$ cat src/rtl/latch_capture_reader_pkg.sv
// Shared types and helpers for the latch capture reader: FSM state encoding,
// drop counter width and a saturating increment.
package latch_capture_reader_pkg;

  typedef enum logic [1:0] {
    ST_IDLE   = 2'd0,
    ST_OPEN   = 2'd1,
    ST_SETTLE = 2'd2
  } state_t;

  localparam int DROP_CNT_W = 8;

  function automatic logic [DROP_CNT_W-1:0] sat_inc(input logic [DROP_CNT_W-1:0] v);
    return (v == '1) ? v : v + DROP_CNT_W'(1);
  endfunction

endpackage

$ cat src/rtl/latch_capture_reader_if.sv
// Bundle of the writer-latch inputs, downstream handshake and stats outputs.
// The master side is the writer/consumer environment, the slave side is the reader.
interface latch_capture_reader_if #(parameter int WIDTH = 8);
  import latch_capture_reader_pkg::*;

  logic                  Latch_En;
  logic [WIDTH-1:0]      Latch_Q;
  logic                  Ready;
  logic                  Clear_Stats;
  logic [WIDTH-1:0]      Data_Out;
  logic                  Valid;
  logic                  Overrun;
  logic [DROP_CNT_W-1:0] Drop_Count;
  logic                  Busy;

  modport master (
    output Latch_En, Latch_Q, Ready, Clear_Stats,
    input  Data_Out, Valid, Overrun, Drop_Count, Busy
  );

  modport slave (
    input  Latch_En, Latch_Q, Ready, Clear_Stats,
    output Data_Out, Valid, Overrun, Drop_Count, Busy
  );

endinterface

$ cat src/rtl/latch_capture_reader_level_sync.sv
// Multi-flop synchronizer bringing the writer's asynchronous latch enable into
// the Clk domain; every stage clears on Reset.
module latch_capture_reader_level_sync #(
  parameter int STAGES = 2
) (
  input  logic Clk,
  input  logic Reset,
  input  logic d,
  output logic q
);

  logic [STAGES-1:0] chain;

  always_ff @(posedge Clk or posedge Reset) begin
    if (Reset) chain <= '0;
    else       chain <= {chain[STAGES-2:0], d};
  end

  assign q = chain[STAGES-1];

endmodule

$ cat src/rtl/latch_capture_reader.sv
// Detects the close of a writer's D-latch, waits for the latch output to settle,
// captures it and offers the word on a valid/ready handshake with drop statistics.
module latch_capture_reader
  import latch_capture_reader_pkg::*;
#(
  parameter int WIDTH         = 8,
  parameter int SYNC_STAGES   = 2,
  parameter int SETTLE_CYCLES = 2
) (
  input logic                  Clk,
  input logic                  Reset,
  latch_capture_reader_if.slave bus
);

  localparam int                CNT_W    = $clog2(SETTLE_CYCLES + 1);
  localparam logic [CNT_W-1:0]  CNT_LAST = CNT_W'(SETTLE_CYCLES - 1);

  logic                  en_s, en_d, rise, fall;
  state_t                state, state_nxt;
  logic [CNT_W-1:0]      cnt, cnt_nxt;
  logic                  capture, drop;
  logic [WIDTH-1:0]      data_q;
  logic                  valid_q, overrun_q;
  logic [DROP_CNT_W-1:0] drop_cnt_q;

  latch_capture_reader_level_sync #(.STAGES(SYNC_STAGES)) u_sync (
    .Clk   (Clk),
    .Reset (Reset),
    .d     (bus.Latch_En),
    .q     (en_s)
  );

  always_ff @(posedge Clk or posedge Reset) begin
    if (Reset) en_d <= 1'b0;
    else       en_d <= en_s;
  end

  assign rise = en_s & ~en_d;
  assign fall = ~en_s & en_d;

  always_ff @(posedge Clk or posedge Reset) begin
    if (Reset) begin
      state <= ST_IDLE;
      cnt   <= '0;
    end else begin
      state <= state_nxt;
      cnt   <= cnt_nxt;
    end
  end

  // A reopen during the settle window wins over the capture, even on its last cycle.
  always_comb begin
    state_nxt = state;
    cnt_nxt   = cnt;
    capture   = 1'b0;
    case (state)
      ST_IDLE: begin
        if (rise) state_nxt = ST_OPEN;
      end
      ST_OPEN: begin
        if (fall) begin
          state_nxt = ST_SETTLE;
          cnt_nxt   = '0;
        end
      end
      ST_SETTLE: begin
        if (rise) begin
          state_nxt = ST_OPEN;
          cnt_nxt   = '0;
        end else if (cnt == CNT_LAST) begin
          capture   = 1'b1;
          state_nxt = ST_IDLE;
        end else begin
          cnt_nxt = cnt + CNT_W'(1);
        end
      end
      default: state_nxt = ST_IDLE;
    endcase
  end

  assign drop = capture & valid_q & ~bus.Ready;

  // A capture that coincides with an accept replaces the consumed word directly.
  always_ff @(posedge Clk or posedge Reset) begin
    if (Reset) begin
      data_q  <= '0;
      valid_q <= 1'b0;
    end else if (capture && (!valid_q || bus.Ready)) begin
      data_q  <= bus.Latch_Q;
      valid_q <= 1'b1;
    end else if (valid_q && bus.Ready) begin
      valid_q <= 1'b0;
    end
  end

  // A drop in the same cycle as a clear still counts, restarting the tally at one.
  always_ff @(posedge Clk or posedge Reset) begin
    if (Reset) begin
      overrun_q  <= 1'b0;
      drop_cnt_q <= '0;
    end else if (drop) begin
      overrun_q  <= 1'b1;
      drop_cnt_q <= bus.Clear_Stats ? DROP_CNT_W'(1) : sat_inc(drop_cnt_q);
    end else if (bus.Clear_Stats) begin
      overrun_q  <= 1'b0;
      drop_cnt_q <= '0;
    end
  end

  assign bus.Data_Out   = data_q;
  assign bus.Valid      = valid_q;
  assign bus.Overrun    = overrun_q;
  assign bus.Drop_Count = drop_cnt_q;
  assign bus.Busy       = (state != ST_IDLE);

endmodule
$ cat src/flat_wrapper.sv
// flat-port wrapper written by rule: the top's interface ports become plain ports
module latch_capture_reader_flat import latch_capture_reader_pkg::*;
#(
  parameter int WIDTH         = 8,
  parameter int SYNC_STAGES   = 2,
  parameter int SETTLE_CYCLES = 2
)
  (Clk, Reset, bus_Latch_En, bus_Latch_Q, bus_Ready, bus_Clear_Stats, bus_Data_Out, bus_Valid, bus_Overrun, bus_Drop_Count, bus_Busy);
  latch_capture_reader_if #(.WIDTH(WIDTH)) bus_i ();
  input logic Clk;
  input logic Reset;
  input wire logic [$bits(bus_i.Latch_En)-1:0] bus_Latch_En;
  input wire logic [$bits(bus_i.Latch_Q)-1:0] bus_Latch_Q;
  input wire logic [$bits(bus_i.Ready)-1:0] bus_Ready;
  input wire logic [$bits(bus_i.Clear_Stats)-1:0] bus_Clear_Stats;
  output wire logic [$bits(bus_i.Data_Out)-1:0] bus_Data_Out;
  output wire logic [$bits(bus_i.Valid)-1:0] bus_Valid;
  output wire logic [$bits(bus_i.Overrun)-1:0] bus_Overrun;
  output wire logic [$bits(bus_i.Drop_Count)-1:0] bus_Drop_Count;
  output wire logic [$bits(bus_i.Busy)-1:0] bus_Busy;
  assign bus_i.Latch_En = bus_Latch_En;
  assign bus_i.Latch_Q = bus_Latch_Q;
  assign bus_i.Ready = bus_Ready;
  assign bus_i.Clear_Stats = bus_Clear_Stats;
  assign bus_Data_Out = bus_i.Data_Out;
  assign bus_Valid = bus_i.Valid;
  assign bus_Overrun = bus_i.Overrun;
  assign bus_Drop_Count = bus_i.Drop_Count;
  assign bus_Busy = bus_i.Busy;
  latch_capture_reader #(.WIDTH(WIDTH), .SYNC_STAGES(SYNC_STAGES), .SETTLE_CYCLES(SETTLE_CYCLES)) u_core (.Clk(Clk), .Reset(Reset), .bus(bus_i));
endmodule
$ cat config.mk
export PLATFORM = sky130hd
export DESIGN_NAME = latch_capture_reader_flat
export DESIGN_NICKNAME = d
export VERILOG_FILES = /design/src/rtl/latch_capture_reader_pkg.sv /design/src/rtl/latch_capture_reader_if.sv /design/src/rtl/latch_capture_reader_level_sync.sv /design/src/rtl/latch_capture_reader.sv /design/src/flat_wrapper.sv
export SDC_FILE = /design/constraint.sdc
export NUM_CORES = 1
export LEC_CHECK = 0
export ABC_AREA = 1
export CAP_MARGIN = 15
export CORE_ASPECT_RATIO = 0.5
export CORE_UTILIZATION = 40
export DETAILED_ROUTE_END_ITERATION = 7
export PLACE_DENSITY = 0.74
export SLEW_MARGIN = 10
export SYNTH_ARGS = -nofsm -noshare
export SYNTH_HDL_FRONTEND = slang
export SYNTH_SLANG_ARGS = --single-unit
$ cat constraint.sdc
create_clock -name Clk -period 3.55 [get_ports Clk]
set_input_delay 0.355 -clock Clk [delete_from_list [all_inputs] [get_ports Clk]]
set_output_delay 0.355 -clock Clk [all_outputs]
set_load 0.1 [all_outputs]
==> results of run 1 <==
## per-stage QoR
stage	std cells	cell area, um2	util
2_1_floorplan	169	1320	-
3_3_place_gp	238	1660	0.542
3_5_place_dp	238	1660	0.542
4_1_cts	242	1710	0.557
5_1_grt	242	1710	0.557
6_report	242	1710	0.557
## power groups by stage
| stage | Combinational (mW) | Clock [mW] | Sequential [mW] |
|---|---|---|---|
| floorplan | 0.256 | 0 | 0.734 |
| global placement | 0.747 | 0 | 0.398 |
| detailed placement | 0.757 | 0 | 0.399 |
| CTS | 0.758 | 0.174 | 0.395 |
| global route | 0.804 | 0.187 | 0.405 |
| finish | 0.753 | 0.172 | 0.395 |
## per-layer routing
layer	global-route usage	part of all wire	up-vias
li1	-	-	592
met1	0.223	0.51	534
met2	0.256	0.44	25
met3	0.0472	0.040	2
met4	0.0414	0.0062	0
met5	0	0	-
## placed cells by master, fill, tap and decap left out
cell type	Yosys	routed
o21ai_1	5	5
clkdlybuf4s50_1	0	31
nand3_2	1	1
dfrtp_1	25	25
nor2_1	11	11
ha_1	6	6
nor2_4	1	1
inv_1	14	14
nor2_2	2	2
o21bai_1	2	2
a21oi_2	1	1
o21a_1	1	1
nand3_1	15	15
nand2_1	62	62
nand4_1	6	6
o21ai_0	1	1
clkbuf_8	0	3
clkinv_2	0	1
a21oi_1	1	1
or2_2	1	1
clkinv_1	2	2
inv_2	6	6
nand2_2	4	4
## cells in the mapped netlist, drive strengths merged
library cell  count  area [um2]
o21ai             6        30.0
clkinv            2        7.51
nor2             14        65.1
or2               1        6.26
o21bai            2        15.0
buf               2        16.3
o21a              1        7.51
a21oi             2        13.8
dfrtp            25         626
inv              20        75.1
nand4             6        37.5
ha                6        75.1
nand3            16        85.1
nand2            66         258
## registers in the layout, summed over array words and instances (netlist names)
signal                 count
u_core.u_sync.chain        2
u_core.bus.Drop_Count      8
u_core.state               2
u_core.en_d                1
u_core.bus.Data_Out        8
u_core.cnt                 2
u_core.bus.Overrun         1
u_core.bus.Valid           1
## cell type report
type | count | share of cell area
Inverter | 22 | 0.0484
Clock inverter | 1 | 0.00293
Multi-Input combinational cell | 120 | 0.347
Timing Repair Buffer | 31 | 0.182
Sequential cell | 25 | 0.366
Clock buffer | 3 | 0.0242
Tap cell | 40 | 0.0293
## final timing paths
kind	startpoint	endpoint	slack, ns	cells past startpoint
worst max-delay path	u_core.state[0]	bus_Busy	1.02	4
worst min-delay path	u_core.u_sync.chain[0]	u_core.u_sync.chain[1]	0.36	0
worst max register to register	u_core.state[0]	u_core.bus.Data_Out[3]	1.84	7
worst min register to register	u_core.u_sync.chain[0]	u_core.u_sync.chain[1]	0.36	0
max in group asynchronous	Reset	u_core.en_d	2.41	2
min in group asynchronous	Reset	u_core.bus.Drop_Count[5]	0.57	2
## kinds of logic (layout without fill, tap and decap cells)
group,count (synthesis),count (layout),share of synthesized area
compound gates,11,11,0.0503
simple gates,103,103,0.343
flops,25,25,0.475
buf+inv,24,57,0.0750
fa+ha+maj,6,6,0.0570
## worst max-delay path: stages (launching register included)
cell             delay [ns]
dfrtp_1                0.41
inv_1                  0.08
ha_1                   0.22
inv_1                  0.07
clkdlybuf4s50_1        1.13
==> reports/results.txt, run 1 <==
Post-route ant nets: 0
Rel. slew slack: 0.348
Width of the die: 83.2 um
Clk slew on worst S/H paths: 0.08 ns
Final hold slack: 0.357 ns
Setup ws final: 1.02 ns
Fin crit share: 0.713
Post-Syn Nets: 188
Synth Instances: 169
Setup tns final: 0 ns
Yosys cell types: 22
Post-route DRC: 0
H-tree Lvls: 1
Core area: 3070 um2
FF/Latch Area: 626 um2
Worst-Skew Late Latency: 0.27 ns
Die Span Y: 42.6 um
RSZ-0062 raised after global routing: false
Vias per cell: 4.76
Slew Limit Fails: 0
Status: finished clean
Synth warn: 0
Multi-input logic area: 593 um2
Post-CTS Setup Inserts: 0
Nets: 222
Setup-failing EPs final: 0
Actual slew at the worst max-slew pin: 0.975 ns
P&R area growth vs syn: 29.6%
DRT Pass-1 Iters: 4
Total GRT Usage: 0.163
GRT overflow: 0
Critical path endpoint category: output pin
Sequential group share of total power: 0.299
Cell-internal power: 0.613 mW
Detailed Place HPWL: 1940 um
Pin count of the biggest net entering global routing: 26
Vias in the first global route: 1,026
Peak VDD IR: 0.469 mV
Pwr Total: 1.32 mW
Max Fclk: 395 MHz
Crit start category: flip-flop
CTS tree: done
Minimum clock period after layout: 2.53 ns
Initial antenna violation count: 0
Synthesized area per cell: 7.80 um2
Seq/Total Area, Yosys: 0.475
Fin Clk Skew: 0.00697 ns
Hold Path Class: flip-flop to flip-flop
First-pass GRT wire length: 4500 um
Psw: 0.707 mW
Post-Route WL: 2590 um
Cell Area, Synth: 1320 um2
ANT cells: 0
IO Pins: 32
Placer congestion estimate: 0.859
Cts repair resizes: 0
CTS Sinks: 25
Drt initial violations: 43
Wire per inst: 10.7 um
Pwr per Cell Area: 773 nW/um2
Max_cap viols: 0
Critical Path RT: 3.19 ns
Filler cells: 278
CP Max Fanout: 4
CTS max path bufs: 2
Die area: 3540 um2
Final Hold Fails: 0
#FFs+latches synth: 25
Crit path DAT: 2.18 ns
Leak pwr: 0.838 nW
Combinational Power Share: 0.570
Root buf cell: clkbuf_8
Sw Ratio: 0.536
# rows: 14
Initial Util: 0.430
Port Buf Inserts: 31
Hold buffer count at cts: 0
Vias: 1,153
Crit Path Category: flip-flop to output pin
Clk pwr share: 0.130
Placement Setup Slack: 1.32 ns
Share of cells above drive strength 1: 0.0990
TritonCTS buffer count: 3
Power figures use the tool's default switching activity.
==> run 2: changes to the inputs <==
--- a/config.mk
+++ b/config.mk
@@ -10,7 +10,7 @@
 export CORE_ASPECT_RATIO = 0.5
 export CORE_UTILIZATION = 40
 export DETAILED_ROUTE_END_ITERATION = 7
-export PLACE_DENSITY = 0.74
+export PLACE_DENSITY = 0.76
 export SLEW_MARGIN = 10
 export SYNTH_ARGS = -nofsm -noshare
 export SYNTH_HDL_FRONTEND = slang
==> constraint.sdc (replaced) <==
create_clock -name Clk -period 2.1 [get_ports Clk]
set_input_delay 0.21 -clock Clk [delete_from_list [all_inputs] [get_ports Clk]]
set_output_delay 0.21 -clock Clk [all_outputs]
set_load 0.1 [all_outputs]
==> run 2 against run 1 <==
Wire length fell by 0.31%. First-iteration DRC count rose by 2.3%. Clock skew barely moved. Via count rose by 1.8%. Die area did not move. Setup slack got worse by 0.52 ns. Sequential power rose by 71%. Clock power rose by 65%. Flip-flop and latch count did not move. Register-to-register slack got worse by 1.3 ns. Sequential share of layout area rose by 0.63 points. Critical path depth rose by 3. Critical endpoint is now u_core.bus.Data_Out[7]. Largest cell class unchanged.
==> reports/results.txt, run 2 (same netlist as run 1, synthesis figures left out) <==
Rel. slew slack: 0.677
Fin Clk Skew: 0.00743 ns
CTS max path bufs: 2
CP Max Fanout: 11
Placed Cells: 239
Family with the most delay on the worst path: simple AND/OR/NAND/NOR gates
Worst-Skew Late Latency: 0.27 ns
Nets: 223
CTS tree: done
Die area: 3540 um2
Post-route insts no fill: 243
Worst Path Buf+Inv: 1
Hold Path Class: input port to async pin
TritonCTS buffer count: 3
FF-to-FF Start: u_core.state[0]
ANT cells: 0
Cell-internal power: 1.04 mW
CTS Sinks: 25
Critical Path RT: 2.27 ns
Post-route DRC: 0
Worst path cell trace: inv_1 -> ha_1 -> nand2_1 -> a21oi_2 -> nand2_2 -> nand2_1 -> nand2_1
Post-Route WL: 2590 um
Final hold slack: 0.280 ns
RSZ-0062 raised after global routing: false
Core area: 3070 um2
Max Fclk: 623 MHz
GRT overflow: 0
Total GRT Usage: 0.159
Max_cap viols: 0
Crit path DAT: 1.77 ns
Minimum clock period after layout: 1.60 ns
Leak pwr: 0.877 nW
H-tree Lvls: 1
Crit start category: flip-flop
Most frequent CP cell: nand2_1
Slew Limit Fails: 0
Crit Path Category: flip-flop to flip-flop
DRT Pass-1 Iters: 4
Clk slew on worst S/H paths: 0.09 ns
# rows: 14
Sw Ratio: 0.535
Cts repair resizes: 0
Setup-failing EPs final: 0
Share of cells above drive strength 1: 0.192
Actual slew at the worst max-slew pin: 0.484 ns
Sequential group share of total power: 0.302
Reg-to-reg slack, setup: 0.50 ns
Die Span Y: 42.6 um
Hold buffer count at cts: 0
Status: finished clean
Vias per cell: 4.83
Psw: 1.20 mW
Width of the die: 83.2 um
Global route hottest layer: met2
Initial Util: 0.430
R2r worst-path depth: 7
Delay of the slowest critical-path stage: 0.42 ns
Detailed Place HPWL: 2060 um
Post-CTS Setup Inserts: 0
First-pass GRT wire length: 4370 um
Pwr per Cell Area: 1330 nW/um2
Setup tns final: 0 ns
Initial antenna violation count: 0
Met3 Use GR: 0.0413
Critical-path top delay cell: dfrtp_1
Vias: 1,174
Root buf cell: clkbuf_8
Fin crit share: 0.764
Post-route ant nets: 0
M1 GR Usage: 0.204
Peak VDD IR: 0.650 mV
IO Pins: 32
Combinational Power Share: 0.571
Placer congestion estimate: 0.834
M2 GR Usage: 0.266
Critical path endpoint category: flip-flop
Final Hold Fails: 0
Pwr Total: 2.23 mW
Crit Reg-Reg Endpoint: u_core.bus.Data_Out[7]
Clk pwr share: 0.127
Most frequent cells in the layout: nand2_1, dfrtp_1, buf_4
Most common cell after layout, fill and taps aside: nand2_1
Pin count of the biggest net entering global routing: 26
Drt initial violations: 44
Port Buf Inserts: 31
Wire per inst: 10.6 um
Vias in the first global route: 1,029
P&R area growth vs syn: 27.4%
==> run 2: worst reg2reg max path: cells and delay by family, from the launching register on <==
kind | cells | cell delay, ns
AO/OA/AOI/OAI | 1 | 0.38
adder cells (fa/ha/maj) | 1 | 0.16
buffers and inverters | 1 | 0.09
flip-flops | 1 | 0.42
AND/OR/NAND/NOR | 4 | 0.46
==> run 2: layout make-up <==
type / instances / area, um2
clock buffer: 4 / 45.0
fill: 294 / 1390
inverter: 22 / 82.6
multi-input combinational: 120 / 593
sequential: 25 / 626
tap: 40 / 50.0
timing repair buffer: 32 / 283
==> run 2: power groups by stage <==
| stage | combinational (mW) | sequential [mW] | clock (mW) |
|---|---|---|---|
| after floorplan | 0.433 | 1.24 | 0 |
| after global placement | 1.26 | 0.682 | 0 |
| after detailed placement | 1.28 | 0.684 | 0 |
| after CTS | 1.28 | 0.676 | 0.291 |
| after global routing | 1.37 | 0.688 | 0.315 |
| final | 1.28 | 0.676 | 0.283 |
==> run 2: worst max path at each step <==
stage | from | end | slack, ns | cells after the start
floorplan | u_core.bus.Drop_Count[1] | u_core.bus.Drop_Count[3] | 0.15 | 8
global placement | u_core.state[0] | u_core.bus.Data_Out[0] | 0.54 | 7
detailed placement | u_core.state[0] | u_core.bus.Data_Out[7] | 0.48 | 7
CTS | u_core.state[0] | u_core.bus.Data_Out[4] | 0.48 | 7
global route | u_core.state[0] | u_core.bus.Data_Out[0] | 0.33 | 7
finish | u_core.state[0] | u_core.bus.Data_Out[7] | 0.50 | 7
==> run 2: per-layer routing <==
layer | vias up | part of all wire | wire length (um)
met3 | 2 | 0.032 | 83
met2 | 19 | 0.49 | 1260
met4 | 0 | 0.0066 | 17
met1 | 552 | 0.48 | 1230
met5 | - | 0 | 0
li1 | 601 | - | -
==> run 2: stage by stage <==
step / util / worst slack (ns) / area, um2
after CTS: 0.548 / 0.485 / 1680
after global placement: 0.533 / 0.539 / 1630
after global routing: 0.548 / 0.333 / 1680
after floorplan: - / 0.154 / 1320
final: 0.548 / 0.495 / 1680
after detailed placement: 0.533 / 0.483 / 1630
